===== src/rtl/cdb_reservation_station_pkg.sv =====
// Shared types and default sizing for the CDB reservation station.
package cdb_reservation_station_pkg;

  localparam int DEF_BW_PROCESSOR_DATA = 32;
  localparam int DEF_BW_TAG            = 4;
  localparam int DEF_BW_OP             = 4;
  localparam int DEF_NUM_ENTRY         = 4;
  localparam int DEF_TAG_BASE          = 1;

  typedef struct packed {
    logic                             pending;
    logic [DEF_BW_TAG-1:0]            tag;
    logic [DEF_BW_PROCESSOR_DATA-1:0] data;
  } operand_t;

  typedef struct packed {
    logic                 busy;
    logic [DEF_BW_OP-1:0] op;
    operand_t             rs1;
    operand_t             rs2;
  } entry_t;

endpackage


===== src/rtl/cdb_rs_operand.sv =====
// One operand slot: holds value or producer tag and captures the value off the CDB.
module cdb_rs_operand
  import cdb_reservation_station_pkg::*;
#(
  parameter int BW_PROCESSOR_DATA = DEF_BW_PROCESSOR_DATA,
  parameter int BW_TAG            = DEF_BW_TAG
) (
  input  logic                         clk,
  input  logic                         rst_n,
  input  logic                         load,
  input  logic                         snoop_en,
  input  operand_t                     load_val,
  input  logic                         cdb_valid,
  input  logic [BW_TAG-1:0]            cdb_tag,
  input  logic [BW_PROCESSOR_DATA-1:0] cdb_data,
  output logic                         pending,
  output logic [BW_PROCESSOR_DATA-1:0] data
);

  logic              slot_pending;
  logic [BW_TAG-1:0] slot_tag;
  logic              hit_load;
  logic              hit_snoop;

  // Load-time hit is the issue bypass: the producer broadcasts in the issue cycle.
  assign hit_load  = load_val.pending && cdb_valid && (load_val.tag == cdb_tag);
  assign hit_snoop = snoop_en && slot_pending && cdb_valid && (slot_tag == cdb_tag);

  always_ff @(posedge clk or negedge rst_n) begin
    if (!rst_n)         slot_pending <= 1'b0;
    else if (load)      slot_pending <= load_val.pending && !hit_load;
    else if (hit_snoop) slot_pending <= 1'b0;
  end

  always_ff @(posedge clk) begin
    if (load) begin
      slot_tag <= load_val.tag;
      data     <= hit_load ? cdb_data : load_val.data;
    end else if (hit_snoop) begin
      data <= cdb_data;
    end
  end

  assign pending = slot_pending;

endmodule


===== src/rtl/find_from_lsb.sv =====
// Returns the index of the lowest set bit of a vector.
module FindFromLsb #(
  parameter int WIDTH = 4,
  parameter int IDX_W = (WIDTH > 1) ? $clog2(WIDTH) : 1
) (
  input  logic [WIDTH-1:0] vec,
  output logic             found,
  output logic [IDX_W-1:0] index
);

  // Scanning downward lets the lowest set bit win.
  always_comb begin
    found = 1'b0;
    index = '0;
    for (int i = WIDTH - 1; i >= 0; i--) begin
      if (vec[i]) begin
        found = 1'b1;
        index = IDX_W'(i);
      end
    end
  end

endmodule


===== src/rtl/cdb_reservation_station.sv =====
// Reservation station: snoops the CDB for pending operands and dispatches the oldest ready entry.
module cdb_reservation_station
  import cdb_reservation_station_pkg::*;
#(
  parameter int BW_PROCESSOR_DATA = DEF_BW_PROCESSOR_DATA,
  parameter int BW_TAG            = DEF_BW_TAG,
  parameter int BW_OP             = DEF_BW_OP,
  parameter int NUM_ENTRY         = DEF_NUM_ENTRY,
  parameter int TAG_BASE          = DEF_TAG_BASE
) (
  input  logic                         clk,
  input  logic                         rst_n,
  input  logic                         i_flush,
  input  logic                         i_issue_valid,
  output logic                         i_issue_ready,
  input  logic [BW_OP-1:0]             i_issue_op,
  input  logic                         i_issue_rs1_pending,
  input  logic [BW_TAG-1:0]            i_issue_rs1_tag,
  input  logic [BW_PROCESSOR_DATA-1:0] i_issue_rs1_data,
  input  logic                         i_issue_rs2_pending,
  input  logic [BW_TAG-1:0]            i_issue_rs2_tag,
  input  logic [BW_PROCESSOR_DATA-1:0] i_issue_rs2_data,
  output logic [BW_TAG-1:0]            o_alloc_tag,
  input  logic                         i_cdb_valid,
  input  logic [BW_TAG-1:0]            i_cdb_tag,
  input  logic [BW_PROCESSOR_DATA-1:0] i_cdb_data,
  output logic                         o_exe_valid,
  input  logic                         o_exe_ready,
  output logic [BW_OP-1:0]             o_exe_op,
  output logic [BW_TAG-1:0]            o_exe_tag,
  output logic [BW_PROCESSOR_DATA-1:0] o_exe_rs1_data,
  output logic [BW_PROCESSOR_DATA-1:0] o_exe_rs2_data
);

  localparam int IDX_W = $clog2(NUM_ENTRY);

  logic [NUM_ENTRY-1:0]         busy;
  logic [BW_OP-1:0]             op_q [NUM_ENTRY];
  logic [IDX_W-1:0]             age [NUM_ENTRY];
  logic [NUM_ENTRY-1:0]         rs1_pending, rs2_pending, rdy;
  logic [BW_PROCESSOR_DATA-1:0] rs1_data [NUM_ENTRY];
  logic [BW_PROCESSOR_DATA-1:0] rs2_data [NUM_ENTRY];
  logic                         lock;
  logic [IDX_W-1:0]             lock_idx;
  logic                         free_found, sel_found;
  logic [IDX_W-1:0]             alloc_idx, sel_idx, sel_age, exe_idx;
  logic                         issue_fire, exe_fire;
  operand_t                     issue_rs1, issue_rs2;

  FindFromLsb #(.WIDTH(NUM_ENTRY), .IDX_W(IDX_W)) u_find_free (
    .vec   (~busy),
    .found (free_found),
    .index (alloc_idx)
  );

  assign i_issue_ready = free_found && !i_flush;
  assign o_alloc_tag   = BW_TAG'(TAG_BASE) + BW_TAG'(alloc_idx);
  assign issue_fire    = i_issue_valid && i_issue_ready;
  assign issue_rs1     = '{pending: i_issue_rs1_pending, tag: i_issue_rs1_tag, data: i_issue_rs1_data};
  assign issue_rs2     = '{pending: i_issue_rs2_pending, tag: i_issue_rs2_tag, data: i_issue_rs2_data};

  for (genvar i = 0; i < NUM_ENTRY; i++) begin : g_entry
    logic load;
    assign load = issue_fire && (alloc_idx == IDX_W'(i));

    cdb_rs_operand #(.BW_PROCESSOR_DATA(BW_PROCESSOR_DATA), .BW_TAG(BW_TAG)) u_rs1 (
      .clk, .rst_n, .load, .snoop_en(busy[i] && !i_flush), .load_val(issue_rs1),
      .cdb_valid(i_cdb_valid), .cdb_tag(i_cdb_tag), .cdb_data(i_cdb_data),
      .pending(rs1_pending[i]), .data(rs1_data[i])
    );
    cdb_rs_operand #(.BW_PROCESSOR_DATA(BW_PROCESSOR_DATA), .BW_TAG(BW_TAG)) u_rs2 (
      .clk, .rst_n, .load, .snoop_en(busy[i] && !i_flush), .load_val(issue_rs2),
      .cdb_valid(i_cdb_valid), .cdb_tag(i_cdb_tag), .cdb_data(i_cdb_data),
      .pending(rs2_pending[i]), .data(rs2_data[i])
    );
  end

  assign rdy = busy & ~rs1_pending & ~rs2_pending;

  // Ages are unique among busy entries, so the largest age is the oldest ready one.
  always_comb begin
    sel_found = 1'b0;
    sel_idx   = '0;
    sel_age   = '0;
    for (int i = 0; i < NUM_ENTRY; i++) begin
      if (rdy[i] && (!sel_found || age[i] > sel_age)) begin
        sel_found = 1'b1;
        sel_idx   = IDX_W'(i);
        sel_age   = age[i];
      end
    end
  end

  assign exe_idx     = lock ? lock_idx : sel_idx;
  assign o_exe_valid = (lock || sel_found) && !i_flush;
  assign exe_fire    = o_exe_valid && o_exe_ready;

  always_comb begin
    o_exe_op       = '0;
    o_exe_tag      = '0;
    o_exe_rs1_data = '0;
    o_exe_rs2_data = '0;
    if (o_exe_valid) begin
      o_exe_op       = op_q[exe_idx];
      o_exe_tag      = BW_TAG'(TAG_BASE) + BW_TAG'(exe_idx);
      o_exe_rs1_data = rs1_data[exe_idx];
      o_exe_rs2_data = rs2_data[exe_idx];
    end
  end

  always_ff @(posedge clk or negedge rst_n) begin
    if (!rst_n) begin
      busy     <= '0;
      lock     <= 1'b0;
      lock_idx <= '0;
      for (int i = 0; i < NUM_ENTRY; i++) age[i] <= '0;
    end else if (i_flush) begin
      busy <= '0;
      lock <= 1'b0;
      for (int i = 0; i < NUM_ENTRY; i++) age[i] <= '0;
    end else begin
      lock     <= o_exe_valid && !o_exe_ready;
      lock_idx <= exe_idx;
      for (int i = 0; i < NUM_ENTRY; i++) begin
        if (exe_fire && exe_idx == IDX_W'(i)) busy[i] <= 1'b0;
        // An issue target is always free, so it never collides with the dispatched entry.
        if (issue_fire && alloc_idx == IDX_W'(i)) begin
          busy[i] <= 1'b1;
          age[i]  <= '0;
        end else if (busy[i]) begin
          age[i] <= age[i] + IDX_W'(issue_fire) - IDX_W'(exe_fire && (age[i] > age[exe_idx]));
        end
      end
    end
  end

  always_ff @(posedge clk) begin
    if (issue_fire) op_q[alloc_idx] <= i_issue_op;
  end

endmodule


===== config.mk =====
export PLATFORM = sky130hd
export DESIGN_NAME = cdb_reservation_station
export DESIGN_NICKNAME = d
export VERILOG_FILES = /design/src/rtl/cdb_reservation_station_pkg.sv /design/src/rtl/cdb_rs_operand.sv /design/src/rtl/find_from_lsb.sv /design/src/rtl/cdb_reservation_station.sv
export SDC_FILE = /design/constraint.sdc
export NUM_CORES = 1
export LEC_CHECK = 0
export CAP_MARGIN = 10
export CORE_MARGIN = 2
export CORE_UTILIZATION = 51
export DETAILED_ROUTE_END_ITERATION = 8
export PLACE_DENSITY = 0.77
export SLEW_MARGIN = 5
export SYNTH_ARGS = -nofsm -noshare
export SYNTH_HDL_FRONTEND = slang
export SYNTH_SLANG_ARGS = --single-unit

===== constraint.sdc =====
create_clock -name clk -period 6.5 [get_ports clk]
set_input_delay 1.3 -clock clk [delete_from_list [all_inputs] [get_ports clk]]
set_output_delay 1.3 -clock clk [all_outputs]
set_load 0.05 [all_outputs]

-- Yosys cells after proc, flatten, opt, wreduce, memory -nomap -nowiden
Memory sizes are Yosys's and may differ from the RTL's.
Index checks and enable logic that the tools add are counted.
- word-level logic and storage cells: 245
- input port bits: 120
- RAM bits: 16
- memories kept: 1
- bits in registers: 311
- output and inout port bits: 78
- add/sub/neg operators: 10
- bitwise gates (word level): 6
- reductions and logical operators: 83
- multiplexer cells: 87
- equal/unequal tests: 16
- $lt $le $gt $ge: 8
- memory list (memory ; words ; width ; rd ports ; clocked after Yosys merged registers in ; wr ports ; line ; source):
    op_q ; 4 ; 4 ; 1 ; 0 ; 1 ; cdb_reservation_station.sv:38 ; logic [BW_OP-1:0] op_q [NUM_ENTRY];
- operator list (cell ; count):
    $mux W32 ; 24
    $bmux W32 S2 ; 2
    $logic_and A1 B1 Y1 ; 54
    $eq A4 B4 Y1 ; 10
    $mux W2 ; 20
    $mux W1 ; 36
    $reduce_bool A3 Y1 ; 8
    $reduce_bool A2 Y1 ; 8
    $gt A2 B2 Y1 ; 7
    $not A4 Y4 ; 3
    $add A2 B1 Y2 ; 4
    $and A4 B4 Y4 ; 2
    $eq A2 B2 Y1 const B ; 4
    $mux W4 ; 2
    $mux W8 ; 1
    $sub A2 B1 Y2 ; 4
    $logic_not A1 Y1 ; 7
    $add A1 B2 Y3 const A ; 2
    $bmux W2 S2 ; 1
    $eq A2 B1 Y1 const B ; 2
    $logic_not A2 Y1 ; 2
    $logic_or A1 B1 Y1 ; 4
    $ge A3 B3 Y1 const B ; 1
    $mux W3 ; 1
    $not A2 Y3 ; 1

-- Depth between registers and ports, before layout
Gate-level depths: netlist of run 1.
- depth in word-level cells: 27
- gate-level depth with buffers: 36
- mapped depth without buffers: 34

-- Hierarchy
A second synthesis of run 1 with hierarchy kept.
- cells, all modules: 1473
- area, all modules: 18725.5 um^2
- by module, submodules not included (module ; area an instance (um^2) ; sequential area each (um^2) ; cells an instance ; instances):
    cdb_rs_operand ; 1771.7 ; 1106.1 ; 91 ; 8
    cdb_reservation_station ; 4516.8 ; 855.8 ; 738 ; 1
    FindFromLsb ; 35.0 ; 0.0 ; 7 ; 1

-- Worst setup path after synthesis of run 1
Ideal clock, no wire load.
- kind: reg2reg
- start: reg g_entry[0].u_rs1.slot_pending
- end: reg age[1] in the netlist's numbering
- clock period less this slack: 6628 ps
- cell stages (with the launch flop): 35
- data required time: 6422 ps
- slack: -128 ps
- buffers on the path: 2
- library setup time: 78 ps
- arrival time: 6550 ps
- path through: dfrtp_1 -> nor3b_2 -> nand2_1 -> ha_1 -> nor2b_1 -> a2bb2oi_1 -> o21ai_2 -> mux2_2 -> ha_1 -> nor2b_1 -> o21ai_0 -> a21oi_1 -> mux2_2 -> ha_1 -> nor2b_1 -> o31ai_1 -> nor2b_1 -> o32ai_4 -> inv_4 -> buf_6 -> buf_2 -> nor2_1 -> a211oi_1 -> a31oi_1 -> ha_1 -> a311oi_1 -> o21ai_0 -> o22ai_1 -> ha_1 -> inv_1 -> ha_1 -> xnor2_1 -> xnor2_1 -> nand2_1 -> a21oi_1
- cells in the longest elaborated chain, start to end: 27
- elaborated cells on any way between the ends: 39
- those cells by class: 1 x add/sub; 4 x order compare; 17 x mux; 4 x bitwise; 13 x reduce/logical
- RTL lines (element ; line ; source):
    start: declaration ; cdb_rs_operand.sv:20 ; logic slot_pending;
    start signal: assignment ; cdb_rs_operand.sv:31 ; else if (load) slot_pending <= load_val.pending && !hit_load;
    $not A4 Y4 * ; cdb_reservation_station.sv:78 ; assign rdy = busy & ~rs1_pending & ~rs2_pending;
    $and A4 B4 Y4 * (2 in series) ; cdb_reservation_station.sv:78 ;
    $mux W2 / $mux W1 (equally long branches) ; cdb_reservation_station.sv:86 ; if (rdy[i] && (!sel_found || age[i] > sel_age)) begin
    $gt A2 B2 Y1 / $logic_not A1 Y1 (equally long branches) ; cdb_reservation_station.sv:86 ;
    $logic_or A1 B1 Y1 ; cdb_reservation_station.sv:86 ;
    $logic_and A1 B1 Y1 ; cdb_reservation_station.sv:86 ;
    $mux W2 / $mux W1 (equally long branches) ; cdb_reservation_station.sv:86 ;
    $gt A2 B2 Y1 / $logic_not A1 Y1 (equally long branches) ; cdb_reservation_station.sv:86 ;
    [8 not listed] ; -- ;
    named net exe_idx[0] ; cdb_reservation_station.sv:46 ; logic [IDX_W-1:0] alloc_idx, sel_idx, sel_age, exe_idx;
    [1 not listed] ; -- ;
    $bmux W2 S2 * ; cdb_reservation_station.sv:131 ; age[i] <= age[i] + IDX_W'(issue_fire) - IDX_W'(exe_fire && (age[i] > age[exe_idx]));
    $mux W2 (implied by the code) * (2 in series) ; cdb_reservation_station.sv:131 ;
    $gt A2 B2 Y1 * ; cdb_reservation_station.sv:131 ;
    $logic_and A1 B1 Y1 * ; cdb_reservation_station.sv:131 ;
    $sub A2 B1 Y2 * ; cdb_reservation_station.sv:131 ;
    $mux W2 * ; cdb_reservation_station.sv:130 ; end else if (busy[i]) begin
    $mux W2 * ; cdb_reservation_station.sv:127 ; if (issue_fire && alloc_idx == IDX_W'(i)) begin
    $mux W8 * ; cdb_reservation_station.sv:117 ; end else if (i_flush) begin
    end signal: indexed assignment ; cdb_reservation_station.sv:131 ;
    end: declaration ; cdb_reservation_station.sv:39 ; logic [IDX_W-1:0] age [NUM_ENTRY];
Mark *: on every way through the listed nets, which the timed path passes. The rest lies on a longest branch. The select of a mux whose other input is x is not followed.
A chain may end at the register's enable or synchronous reset.

-- Worst setup path after layout of run 1
- start: reg g_entry[0].u_rs2.slot_pending
- end: out o_exe_rs1_data[7]
- cells in the longest elaborated chain, start to end: 21
- elaborated cells on any way between the ends: 32
- those cells by class: 3 x order compare; 15 x mux; 3 x bitwise; 11 x reduce/logical
- RTL lines (element ; line ; source):
    start: declaration ; cdb_rs_operand.sv:20 ;
    start signal: assignment ; cdb_rs_operand.sv:31 ;
    $not A4 Y4 * ; cdb_reservation_station.sv:78 ;
    $and A4 B4 Y4 * ; cdb_reservation_station.sv:78 ;
    $mux W2 / $mux W1 (equally long branches) ; cdb_reservation_station.sv:86 ;
    $gt A2 B2 Y1 / $logic_not A1 Y1 (equally long branches) ; cdb_reservation_station.sv:86 ;
    $logic_or A1 B1 Y1 ; cdb_reservation_station.sv:86 ;
    $logic_and A1 B1 Y1 ; cdb_reservation_station.sv:86 ;
    $mux W2 / $mux W1 (equally long branches) ; cdb_reservation_station.sv:86 ;
    $gt A2 B2 Y1 / $logic_not A1 Y1 (equally long branches) ; cdb_reservation_station.sv:86 ;
    [5 not listed] ; -- ;
    $logic_and A1 B1 Y1 ; cdb_reservation_station.sv:86 ;
    $mux W2 * ; cdb_reservation_station.sv:86 ;
    $mux W2 * ; cdb_reservation_station.sv:94 ; assign exe_idx = lock ? lock_idx : sel_idx;
    named net exe_idx[0] ; cdb_reservation_station.sv:46 ;
    $not A2 Y3 (implied by the code) * ; cdb_reservation_station.sv:106 ; o_exe_rs1_data = rs1_data[exe_idx];
    $bmux W32 S2 * ; cdb_reservation_station.sv:106 ;
    $mux W32 (implied by the code) * (2 in series) ; cdb_reservation_station.sv:106 ;
    $mux W32 * ; cdb_reservation_station.sv:103 ; if (o_exe_valid) begin
    end: declaration ; cdb_reservation_station.sv:31 ; output logic [BW_PROCESSOR_DATA-1:0] o_exe_rs1_data,
Marks and branches as above.

==> results of run 1 <==
[logic make-up (layout without fill, tap and decap cells)]
group | count (synthesis) | in the layout | share of synthesized area (%)
compound gates | 65 | 65 | 2.72
xor+xnor | 40 | 40 | 2.10
fa+ha+maj | 22 | 22 | 1.65
buf+inv | 98 | 372 | 2.68
flops | 327 | 327 | 58.2
mux | 331 | 331 | 26.9
other cells | 1 | 4 | 0.0225
simple gates | 172 | 172 | 5.75
[routing by layer]
layer | wire (um) | track usage [%] | up-vias
met1 | 17200 | 32.3 | 5294
met3 | 3110 | 4.70 | 81
met2 | 22700 | 44.4 | 393
li1 | - | - | 4589
met5 | 23 | 0 | -
met4 | 977 | 6.67 | 4
[worst paths after layout]
check	start	end	cells past startpoint
worst min register to register	lock_idx[1]	lock_idx[1]	2
min in group asynchronous	rst_n	age[3]	1
worst max-delay path	g_entry[0].u_rs2.pending	o_exe_rs1_data[7]	24
max in group asynchronous	rst_n	g_entry[0].u_rs2.pending	2
worst max register to register	g_entry[0].u_rs2.pending	age[1]	36
worst min-delay path	lock_idx[1]	lock_idx[1]	2
[flip-flops by register name (all words and copies together) (netlist names), 2 cells and up]
register,cells
age,8
busy,4
g_entry.u_rs1.data,128
g_entry.u_rs1.pending,4
g_entry.u_rs1.slot_tag,16
g_entry.u_rs2.data,128
g_entry.u_rs2.pending,4
g_entry.u_rs2.slot_tag,16
lock_idx,2
op_q,16
[per-stage QoR]
stage / utilization, % / cells / area [sq um] / power, mW
after floorplan: - / 1057 / 16700 / 3.02
after global placement: 59.5 / 1664 / 19300 / 3.33
after detailed placement: 59.5 / 1664 / 19300 / 3.35
after CTS: 65.6 / 1759 / 21200 / 5.50
after global routing: 67.2 / 1773 / 21800 / 5.72
final: 67.3 / 1775 / 21800 / 5.55
[tightest hold or removal path: stages, from the launching register on]
cell and delay [ns]:
dfrtp_1 0.34, nand2_1 0.05, o21ai_0 0.07
[where the power goes]
group	total (mW)	internal, mW	switching [mW]	leakage, nW
clock network	2.03	1.20	0.835	0.552
logic	1.11	0.555	0.554	3.97
registers	2.41	2.38	0.0266	3.06
total	5.55	4.13	1.42	7.57
[cell type report]
cell class	instances	area, sq um	share of cell area, %
flip-flops and latches	327	9700	44.6
multi-input cells	632	7130	32.7
repair buffers	272	3070	14.1
clock buffers	50	996	4.57
well taps	442	553	2.54
clock inverters	17	164	0.753
inverters	32	134	0.615
repair inverters	1	16.3	0.0747
diodes	2	5.00	0.0230
[cell usage after synthesis, types with 3 or more instances]
| master | count |
|---|---|
| xnor2_1 | 36 |
| o22ai_1 | 12 |
| dfrtp_1 | 23 |
| o21ai_0 | 13 |
| buf_6 | 7 |
| nand3_1 | 19 |
| nand3b_1 | 5 |
| edfxtp_1 | 304 |
| nor3_1 | 3 |
| mux2_2 | 260 |
| nor2_1 | 21 |
| or3_1 | 4 |
| xor2_1 | 4 |
| o211ai_1 | 3 |
| nand2_1 | 22 |
| buf_2 | 13 |
| inv_1 | 31 |
| a31oi_1 | 3 |
| mux2i_1 | 3 |
| o31ai_1 | 3 |
| nand2b_1 | 5 |
| ha_1 | 22 |
| clkbuf_1 | 43 |
| a21oi_1 | 10 |
| and2_1 | 73 |
| nor2b_1 | 7 |
| nand4_1 | 8 |
| mux4_2 | 68 |
[timing repair]
item                       CTS  global route
pin swaps                    9            24
hold endpoints to repair     0             0
setup buffers               22            16
gates cloned                 7             3
setup endpoints to repair   76            79
resized for setup          140            97
==> flow_summary_export.csv, run 1 <==
group,metric,value,unit
pwr,p_per_area,255,mW/mm^2
sta,finalSetupViolCount,74,
final_layout,final_nets,1445,
die,die_area,0.0342,sq mm
flow_run,drv_cap,0,
global_route,grt_usage,25.3,%
yosys,synth_area,0.0167,sq mm
setup_path,crit_family,"multiplexers",
final_layout,synthToLayoutAreaGrowth,30.5,%
setup_path,crit_required,5.20,ns
die,core_area,0.0324,sq mm
setup_path,cpMaxStageDelayCell,"mux4_2",
detailed_routing,vias,10400,
setup_path,worstSetupPathType,"reg2out",
yosys,yosys_register_bits,327,
clock_network,clk_latency,0.53,ns
clock_network,cts_made_buffers,37,
yosys,seq_area_frac_synth,58.2,%
final_layout,drive_gt1_share,49.1,%
placed_design,dpl.hpwl,26500,um
clock_network,hold_buffers,0,
placed_design,gp_congestion,0.836,
setup_path,path_common_cell,"nor2b_4",
yosys,synth_edf_count,304,
setup_path,end_kind,"output pin",
clock_network,htreeDepth,2,
setup_path,cp-start-kind,"flip-flop",
clock_network,tritoncts,"done",
die,initial_core_util,51.5,%
detailed_routing,viasPerCell,5.84,
placed_design,port_buffers,195,
pwr,p_leak,7.57,nW
sta,holdWs,0.502,ns
global_route,grt_max_degree,60,
setup_path,worstPathArrival,5.73,ns
placed_design,dpl_worst_slack,-0.200,ns
pwr,vdd_drop_max,260,uV
yosys,syn_inst,1056,
yosys,syn_area_per_cell,15.8,sq um
outcome,violations,"negative setup slack",
detailed_routing,wl,44100,um
detailed_routing,post-route-drc-count,0,
die,rows,66,
detailed_routing,drt-initial-drc-count,829,
final_layout,final_common_cell,"edfxtp_1",
yosys,synth_cell_types,51,
yosys,synthFlopType,"edfxtp_1",
global_route,grt_pass1_wl,64300,um
sta,rsz0062_at_grt,"true",
setup_path,cp_slowest_stage_delay,0.52,ns
min_path,hold_path_class,"reg2reg",
final_layout,final_cell_mix,"304 x edfxtp_1, 257 x mux2_2, 124 x clkdlybuf4s50_1",
yosys,synth_area_leaders,"edfxtp_1 55%, mux2_2 18%, mux4_2 9.2%, dfrtp_1 3.4%, and2_1 2.7%",
sta,setup_tns,-33.74,ns
die,fp.dieW,185,um
sta,skew,0.0257,ns
die,io_pins,198,
sta,hold_viol_final,0,
final_layout,nFillCells,2195,
outcome,status,"finished with violations",
global_route,grt_pass1_vias,10700,
die,dieHeight,185,um
yosys,ys_warn_count,0,
setup_path,cp_max_fo,6,
sta,maxSlewHeadroom,29.2,%
setup_path,regToRegSetupSlack,-0.15,ns
global_route,antenna_found_initial,3,
detailed_routing,dr.pass1.iters,5,
clock_network,root_buffer,"clkbuf_16",
sta,tightest_slew,1.06,ns
sta,period_share,108,%
sta,finalCriticalPeriod,7.03,ns
yosys,ys_async_sr_fraction,7.03,%
yosys,synth_top_area_share,54.7,%
setup_path,cp.buffers_inverters,5,
clock_network,clk_pin_slew,0.06,ns
sta,worst_slack,-0.533,ns
sta,report.final.slew_viol_count,0,
clock_network,clock-sinks,327,
setup_path,cp_cell_sequence,"nor3b_4, inv_2, nor2_2, ha_2, nor2b_4, a2bb2oi_2, o21ai_2, mux2_4, ha_4, nor2b_4, o21ai_2, a21oi_2, mux2_4, ha_4, nor2b_4, o31ai_4, nor2b_4, o32ai_4, bufinv_8, buf_8, buf_12, mux4_2, and2_4, buf_8",
yosys,yosysTopAreaCell,"edfxtp_1",
sta,fmax,142,MHz
global_route,gr-total-overflow,0,
clock_network,clockBufferDepth,3,
detailed_routing,antenna_left,0,
detailed_routing,wire_per_inst,24.8,um
Note: power is estimated with default switching activity, not from simulation.
==> run 2: changes to the inputs <==
Settings changed: ABC_CLOCK_PERIOD_IN_PS set to 6500, CTS_CLUSTER_SIZE set to 40.
==> results of run 2 <==
No change in the layout: final DEF, timing and power equal those of run 1.
